File: src/rtl/monster_pkg.sv
// monster_pkg: shared types and playfield constants for the monster scheduler.
// Spawn X window is derived from the playfield edges and monster half-width.
package monster_pkg;

  typedef enum logic [2:0] {
    WAIT_DIST = 3'd0,
    PICK      = 3'd1,
    SPAWN     = 3'd2,
    COOLDOWN  = 3'd3
  } sched_state_t;

  localparam int X_MIN          = 160;
  localparam int X_MAX          = 479;
  localparam int MONSTER_HALF_W = 20;

  localparam logic [9:0] SPAWN_X_BASE =
    10'(X_MIN + MONSTER_HALF_W);
  localparam logic [8:0] SPAWN_X_SPAN =
    9'(X_MAX + 1 - X_MIN - 2 * MONSTER_HALF_W);
  localparam logic [9:0] SPAWN_X_RESET = 10'd320;

  // Fold a 9-bit random value into the span and offset it to the base.
  function automatic logic [9:0] spawn_x_of(input logic [8:0] r);
    logic [8:0] m;
    m = (r >= SPAWN_X_SPAN) ? r - SPAWN_X_SPAN : r;
    return SPAWN_X_BASE + {1'b0, m};
  endfunction

endpackage

File: src/rtl/monster_scheduler_slot_picker.sv
// slot_picker: lowest-index free-slot priority encoder.
// found is low when every slot reports active.
module slot_picker #(
  parameter int NUM_SLOTS = 4,
  parameter int IW = (NUM_SLOTS > 1) ? $clog2(NUM_SLOTS) : 1
) (
  input  logic [NUM_SLOTS-1:0] slot_active,
  output logic                 found,
  output logic [IW-1:0]        index
);

  // Scan from the top so the lowest free index wins.
  always_comb begin
    found = 1'b0;
    index = '0;
    for (int i = NUM_SLOTS - 1; i >= 0; i--) begin
      if (!slot_active[i]) begin
        found = 1'b1;
        index = IW'(i);
      end
    end
  end

endmodule

File: src/rtl/monster_scheduler.sv
// monster_scheduler: distance-driven monster spawner and kill router.
// Optional MONSTER_DIFFICULTY_EN shrinks the spawn threshold per spawn.
module monster_scheduler
  import monster_pkg::*;
#(
  parameter int NUM_SLOTS       = 4,
  parameter int SPAWN_DIST      = 200,
  parameter int COOLDOWN_FRAMES = 30,
  parameter logic [9:0] SPAWN_Y = 10'd20
) (
  input  logic                 Clk,
  input  logic                 Reset,
  input  logic                 frame_clk,
  input  logic [9:0]           distance,
  input  logic [19:0]          random_num,
  input  logic                 game_over,
  input  logic [NUM_SLOTS-1:0] slot_active,
  input  logic [NUM_SLOTS-1:0] hit_req,
  input  logic [NUM_SLOTS-1:0] beat_req,
  output logic [NUM_SLOTS-1:0] gene,
  output logic [9:0]           spawn_x,
  output logic [9:0]           spawn_y,
  output logic [NUM_SLOTS-1:0] kill,
  output logic                 score_inc,
  output logic [2:0]           sched_state
);

  localparam int IW = (NUM_SLOTS > 1) ? $clog2(NUM_SLOTS) : 1;
  localparam int CW = $clog2(COOLDOWN_FRAMES + 1);

  sched_state_t   state, state_nx;
  logic           f1, f2, frame_tick;
  logic [11:0]    dist_acc;
  logic [CW-1:0]  cool_cnt;
  logic [IW-1:0]  slot_sel;
  logic           found;
  logic [IW-1:0]  free_idx;
  logic [11:0]    thr;
  logic [12:0]    acc_sum;
  logic [11:0]    acc_tick;
  logic           cool_last;
  logic           unused_rnd;

  assign unused_rnd  = ^random_num[19:9];
  assign sched_state = state;

  slot_picker #(
    .NUM_SLOTS(NUM_SLOTS),
    .IW       (IW)
  ) u_picker (
    .slot_active(slot_active),
    .found      (found),
    .index      (free_idx)
  );

  // Two-flop rising-edge detect of frame_clk, registered into a pulse.
  always_ff @(posedge Clk or posedge Reset) begin
    if (Reset) begin
      f1         <= 1'b0;
      f2         <= 1'b0;
      frame_tick <= 1'b0;
    end else begin
      f1         <= frame_clk;
      f2         <= f1;
      frame_tick <= f1 & ~f2;
    end
  end

`ifdef MONSTER_DIFFICULTY_EN
  localparam logic [11:0] THR_MAX   = 12'(SPAWN_DIST);
  localparam logic [11:0] THR_FLOOR = 12'(SPAWN_DIST / 2);

  // Threshold tightens by 8 per spawn down to half the base distance.
  always_ff @(posedge Clk or posedge Reset) begin
    if (Reset) begin
      thr <= THR_MAX;
    end else if (game_over) begin
      thr <= THR_MAX;
    end else if (state == SPAWN) begin
      thr <= (thr >= THR_FLOOR + 12'd8) ? thr - 12'd8 : THR_FLOOR;
    end
  end
`else
  assign thr = 12'(SPAWN_DIST);
`endif

  assign acc_sum  = {1'b0, dist_acc} + {3'b000, distance};
  assign acc_tick = !frame_tick ? dist_acc :
                    acc_sum[12] ? 12'hFFF : acc_sum[11:0];
  assign cool_last = cool_cnt == CW'(COOLDOWN_FRAMES - 1);

  // Distance accumulator: saturating add per tick, pay threshold on spawn.
  always_ff @(posedge Clk or posedge Reset) begin
    if (Reset) begin
      dist_acc <= '0;
    end else if (game_over) begin
      dist_acc <= '0;
    end else if (state == SPAWN) begin
      dist_acc <= acc_tick - thr;
    end else begin
      dist_acc <= acc_tick;
    end
  end

  // Cooldown frame counter, restarted by each spawn.
  always_ff @(posedge Clk or posedge Reset) begin
    if (Reset) begin
      cool_cnt <= '0;
    end else if (game_over || state == SPAWN) begin
      cool_cnt <= '0;
    end else if (state == COOLDOWN && frame_tick && !cool_last) begin
      cool_cnt <= cool_cnt + 1'b1;
    end
  end

  // State register.
  always_ff @(posedge Clk or posedge Reset) begin
    if (Reset) state <= WAIT_DIST;
    else       state <= state_nx;
  end

  // Next-state and spawn pulse decode.
  always_comb begin
    state_nx = state;
    gene     = '0;
    if (game_over) begin
      state_nx = WAIT_DIST;
    end else begin
      unique case (state)
        WAIT_DIST: if (dist_acc >= thr) state_nx = PICK;
        PICK:      if (found) state_nx = SPAWN;
        SPAWN: begin
          gene[slot_sel] = 1'b1;
          state_nx       = COOLDOWN;
        end
        COOLDOWN:  if (frame_tick && cool_last) state_nx = WAIT_DIST;
        default:   state_nx = WAIT_DIST;
      endcase
    end
  end

  // Latch the chosen slot and spawn position while picking.
  always_ff @(posedge Clk or posedge Reset) begin
    if (Reset) begin
      slot_sel <= '0;
      spawn_x  <= SPAWN_X_RESET;
      spawn_y  <= SPAWN_Y;
    end else if (state == PICK && found && !game_over) begin
      slot_sel <= free_idx;
      spawn_x  <= spawn_x_of(random_num[8:0]);
      spawn_y  <= SPAWN_Y;
    end
  end

  // Kill routing; a bullet beats a stomp, game over clears the board.
  always_ff @(posedge Clk or posedge Reset) begin
    if (Reset) begin
      kill      <= '0;
      score_inc <= 1'b0;
    end else if (game_over) begin
      kill      <= slot_active;
      score_inc <= 1'b0;
    end else begin
      kill      <= (hit_req | beat_req) & slot_active;
      score_inc <= |(beat_req & slot_active & ~hit_req);
    end
  end

endmodule

File: config.mk
export PLATFORM = sky130hd
export DESIGN_NAME = monster_scheduler
export DESIGN_NICKNAME = d
export VERILOG_FILES = /design/src/rtl/monster_pkg.sv /design/src/rtl/monster_scheduler_slot_picker.sv /design/src/rtl/monster_scheduler.sv
export SDC_FILE = /design/constraint.sdc
export NUM_CORES = 1
export LEC_CHECK = 0
export CORE_MARGIN = 1
export CORE_UTILIZATION = 53
export DETAILED_ROUTE_END_ITERATION = 12
export PLACE_DENSITY = 0.86
export SYNTH_ARGS = -nofsm -noshare
export SYNTH_HDL_FRONTEND = slang
export SYNTH_HIERARCHICAL = 1
export SYNTH_SLANG_ARGS = --single-unit
File: constraint.sdc
create_clock -name Clk -period 5.2 [get_ports Clk]
set_input_delay 0.52 -clock Clk [delete_from_list [all_inputs] [get_ports Clk]]
set_output_delay 0.52 -clock Clk [all_outputs]
set_load 0.01 [all_outputs]
==> flow_metrics.env <==
export IMPL_clock_tree_buffer_depth=2
export IMPL_min_delay_worst_endpoint="f2$_DFF_PP0_"
export IMPL_timing_critical_path_from_type="primary input"
export IMPL_synth_enable_flop_cells=0
export IMPL_post_cts_repair_setup_buffers=0
export IMPL_placementRows=26
export IMPL_synth_top_area_cells="sky130_fd_sc_hd__dfrtp_1, sky130_fd_sc_hd__ha_1, sky130_fd_sc_hd__xor2_1"
export IMPL_synth_mux_area_fraction=0.0418
export IMPL_synth_async_sr_flop_share=1.00
export IMPL_rsz0062_at_grt="no"
export IMPL_route_detailed_wl_per_inst_um=14.4
export IMPL_die_w_um=76.8
export IMPL_floorplan_core_area_mm2=0.00524
export IMPL_cts_clk_slew_worst_paths_ns=0.08
export IMPL_grt_first_pass_wirelength_um=11000
export IMPL_p_leak_nw=1.50
export IMPL_floorplan_io_pins=78
export IMPL_synth_simple_area_share=0.193
export IMPL_maxCapViolCount=0
export IMPL_synth_yosys_warnings=6
export IMPL_worst_ir_drop_vdd_uv=341
export IMPL_max_slew_margin=0.423
export IMPL_number_of_gates_resized_after_cts=0
export IMPL_clock_insertion_delay_worst_skew_ns=0.30
export IMPL_cts_hold_buf=0
export IMPL_yosys_cell_count_top_type="sky130_fd_sc_hd__dfrtp_1"
export IMPL_cts_sinks=39
export IMPL_setup_viol_count_final=0
export IMPL_timing_critical_path_fanout_max=8
export IMPL_maxSlewViolCount=0
export IMPL_dp_worst_setup_slack_ns=1.56
export IMPL_netlist_cell_type_count=71
export IMPL_synth_top_cells_by_count="sky130_fd_sc_hd__dfrtp_1, sky130_fd_sc_hd__nor2_1, sky130_fd_sc_hd__ha_1, sky130_fd_sc_hd__nand2_1, sky130_fd_sc_hd__xor2_1"
export IMPL_chipHeight_um=76.8
export IMPL_synth_top_cell_area_share=0.313
export IMPL_max_freq_ghz=0.296
export IMPL_cp_arrival_ns=3.56
export IMPL_n_antenna_cell=0
export IMPL_synth_area_in_compound_gates=0.219
export IMPL_worst_slack_ns=1.82
export IMPL_seqCellArea_um2=978
export IMPL_layout_nets=430
export IMPL_remaining_drc_errors=0
export IMPL_vias_per_cell=5.71
export IMPL_timing_hold_worst_class="flop to flop"
export IMPL_numCtsBuffers=5
export IMPL_grt_overflow=0
export IMPL_multi_input_area_mm2=0.00184
export IMPL_cts_tree="done"
export IMPL_yosys_register_bits=39
export IMPL_drt_pass1_iter_count=4
export IMPL_netlist_instances=315
export IMPL_placement_io_buffers=55
export IMPL_n_fill_cell=412
export IMPL_htree_levels=2
export IMPL_hp_start="f1$_DFF_PP0_"
export IMPL_detailed_place_hpwl_um=4780
export IMPL_reg2regPathDepth=12
export IMPL_first_global_vias=2411
export IMPL_worstHoldPathCells=0
export IMPL_path_class="primary input to flop"
export IMPL_grt_max_degree=40
export IMPL_netlist_area_mm2=0.00296
export IMPL_critical_path_required_ns=5.38
export IMPL_status="finished clean"
export IMPL_worstReg2RegEnd="dist_acc[11]$_DFF_PP0_"
export IMPL_drtIter0Drc=125
export IMPL_hold_viol_final=0
export IMPL_synth_adder_area_share=0.0870
export IMPL_drt_antenna_violating_nets=0
export IMPL_combinational_family_with_the_most_area_after_synthesis="compound AO/OA/AOI/OAI gates"
export IMPL_routed_vias=2483
export IMPL_floorplan_initialDensity=0.566
export IMPL_syn_mean_instance_area_um2=9.41
export IMPL_rr_startpoint="dist_acc[0]$_DFFE_PP0P_"
export IMPL_antenna_found_initial=0
export IMPL_routabilityCongestion=0.818
export IMPL_layout_area_overhead_vs_synth_pct=22.2
export IMPL_die_area_mm2=0.00589
export IMPL_power_density_cell_area_mw_per_mm2=369
export IMPL_detail_route_wirelength_um=6280
export IMPL_synth_top_cell_by_area="sky130_fd_sc_hd__dfrtp_1"
export IMPL_synth_sequential_area_ratio=0.330
export IMPL_gr_usage_all_layers=0.233
export IMPL_xor_xnor_portion_of_the_synthesized_cell_area=0.0650
export IMPL_worst_slew_pin_slew_ns=0.866
export IMPL_r2r_slack_ns=2.09
export IMPL_final_min_clock_period_ns=3.38
export IMPL_crit_path_start="distance[0]"
export IMPL_final_period_utilization=0.650
export IMPL_cts_root_buf="sky130_fd_sc_hd__clkbuf_8"
export IMPL_synth_flop_cell="sky130_fd_sc_hd__dfrtp_1"
export IMPL_clock_skew_final_ns=0.00554
export IMPL_share_of_final_layout_standard_cells_stronger_than_drive_strength_1=0.112
export IMPL_setup_worst_path_end_class="flop"
export IMPL_setup_total_negative_slack_ns=0
cells by family after synthesis:
group / Yosys count
flops: 39
mux: 11
compound gates: 81
xor+xnor: 22
other cells: 2
fa+ha+maj: 20
buf+inv: 35
simple gates: 105
per-layer routing:
metal | global-route usage | vias up | part of all wire
li1 | - | 1234 | -
met1 | 0.298 | 1197 | 0.45
met2 | 0.405 | 44 | 0.51
met3 | 0.0393 | 8 | 0.027
met4 | 0.0635 | 0 | 0.011
met5 | 0 | - | 0
worst max-delay path, cell delays in order:
cell and delay, ns:
sky130_fd_sc_hd__clkdlybuf4s50_1 0.41, sky130_fd_sc_hd__ha_1 0.23, sky130_fd_sc_hd__fa_1 0.44, sky130_fd_sc_hd__a211oi_2 0.34, sky130_fd_sc_hd__or3_1 0.29, sky130_fd_sc_hd__a31o_4 0.27
sky130_fd_sc_hd__a21oi_1 0.08, sky130_fd_sc_hd__a21oi_1 0.19, sky130_fd_sc_hd__ha_1 0.21, sky130_fd_sc_hd__inv_1 0.07, sky130_fd_sc_hd__o21ai_2 0.25, sky130_fd_sc_hd__a31o_1 0.20
sky130_fd_sc_hd__a21oi_2 0.05
power by group:
part           switching (mW)  internal (mW)
logic                   0.327          0.313
clock network           0.110          0.143
registers              0.0627          0.382
total                   0.500          0.837
stage by stage:
stage	cells	hold slack, ns	area [um^2]	total power, mW	util
2_1_floorplan	324	0.347	3000	0.876	-
3_3_place_gp	427	0.357	3510	1.06	0.670
3_5_place_dp	427	0.383	3510	1.09	0.670
4_1_cts	435	0.400	3620	1.34	0.691
5_1_grt	435	0.410	3620	1.44	0.691
6_report	435	0.389	3620	1.34	0.691
placed cells by master (no fill, tap or decap), types with 4 or more instances in the layout:
master,instances
sky130_fd_sc_hd__nor2_1,26
sky130_fd_sc_hd__o21ai_1,5
sky130_fd_sc_hd__dfrtp_1,37
sky130_fd_sc_hd__o31a_1,5
sky130_fd_sc_hd__nand2_1,16
sky130_fd_sc_hd__clkbuf_8,5
sky130_fd_sc_hd__nor3_1,10
sky130_fd_sc_hd__inv_1,11
sky130_fd_sc_hd__xnor2_1,10
sky130_fd_sc_hd__a21oi_1,11
sky130_fd_sc_hd__ha_1,19
sky130_fd_sc_hd__mux2_2,6
sky130_fd_sc_hd__and3_1,4
sky130_fd_sc_hd__clkdlybuf4s50_1,55
sky130_fd_sc_hd__o21ai_0,10
sky130_fd_sc_hd__nand4_1,7
sky130_fd_sc_hd__nand3_1,10
sky130_fd_sc_hd__a21o_1,5
sky130_fd_sc_hd__nand2b_1,4
sky130_fd_sc_hd__conb_1,11
sky130_fd_sc_hd__xor2_1,12
sky130_fd_sc_hd__o211ai_1,6
sky130_fd_sc_hd__nor2b_1,5
state kept, by name (all words and copies together) (netlist names):
signal       cells
score_inc        1
kill             4
dist_acc        12
slot_sel         2
frame_tick       1
sched_state      2
f1               1
cool_cnt         5
f2               1
spawn_x         10
cell type report:
| class | count | share of cell area |
|---|---|---|
| Tap cell | 70 | 0.0242 |
| Inverter | 11 | 0.0114 |
| Clock inverter | 3 | 0.0121 |
| Sequential cell | 39 | 0.270 |
| Timing Repair Buffer | 57 | 0.156 |
| Multi-Input combinational cell | 250 | 0.507 |
| Clock buffer | 5 | 0.0190 |
how the worst max path moves through the flow:
stage	end	slack, ns	cells after the start
global placement	dist_acc[11]$_DFF_PP0_	1.65	13
finish	dist_acc[11]$_DFF_PP0_	1.82	13
floorplan	dist_acc[11]$_DFF_PP0_	2.33	13
CTS	dist_acc[11]$_DFF_PP0_	1.85	13
global route	dist_acc[11]$_DFF_PP0_	1.61	13
detailed placement	dist_acc[11]$_DFF_PP0_	1.56	13
(Power assumes the default switching activity.)
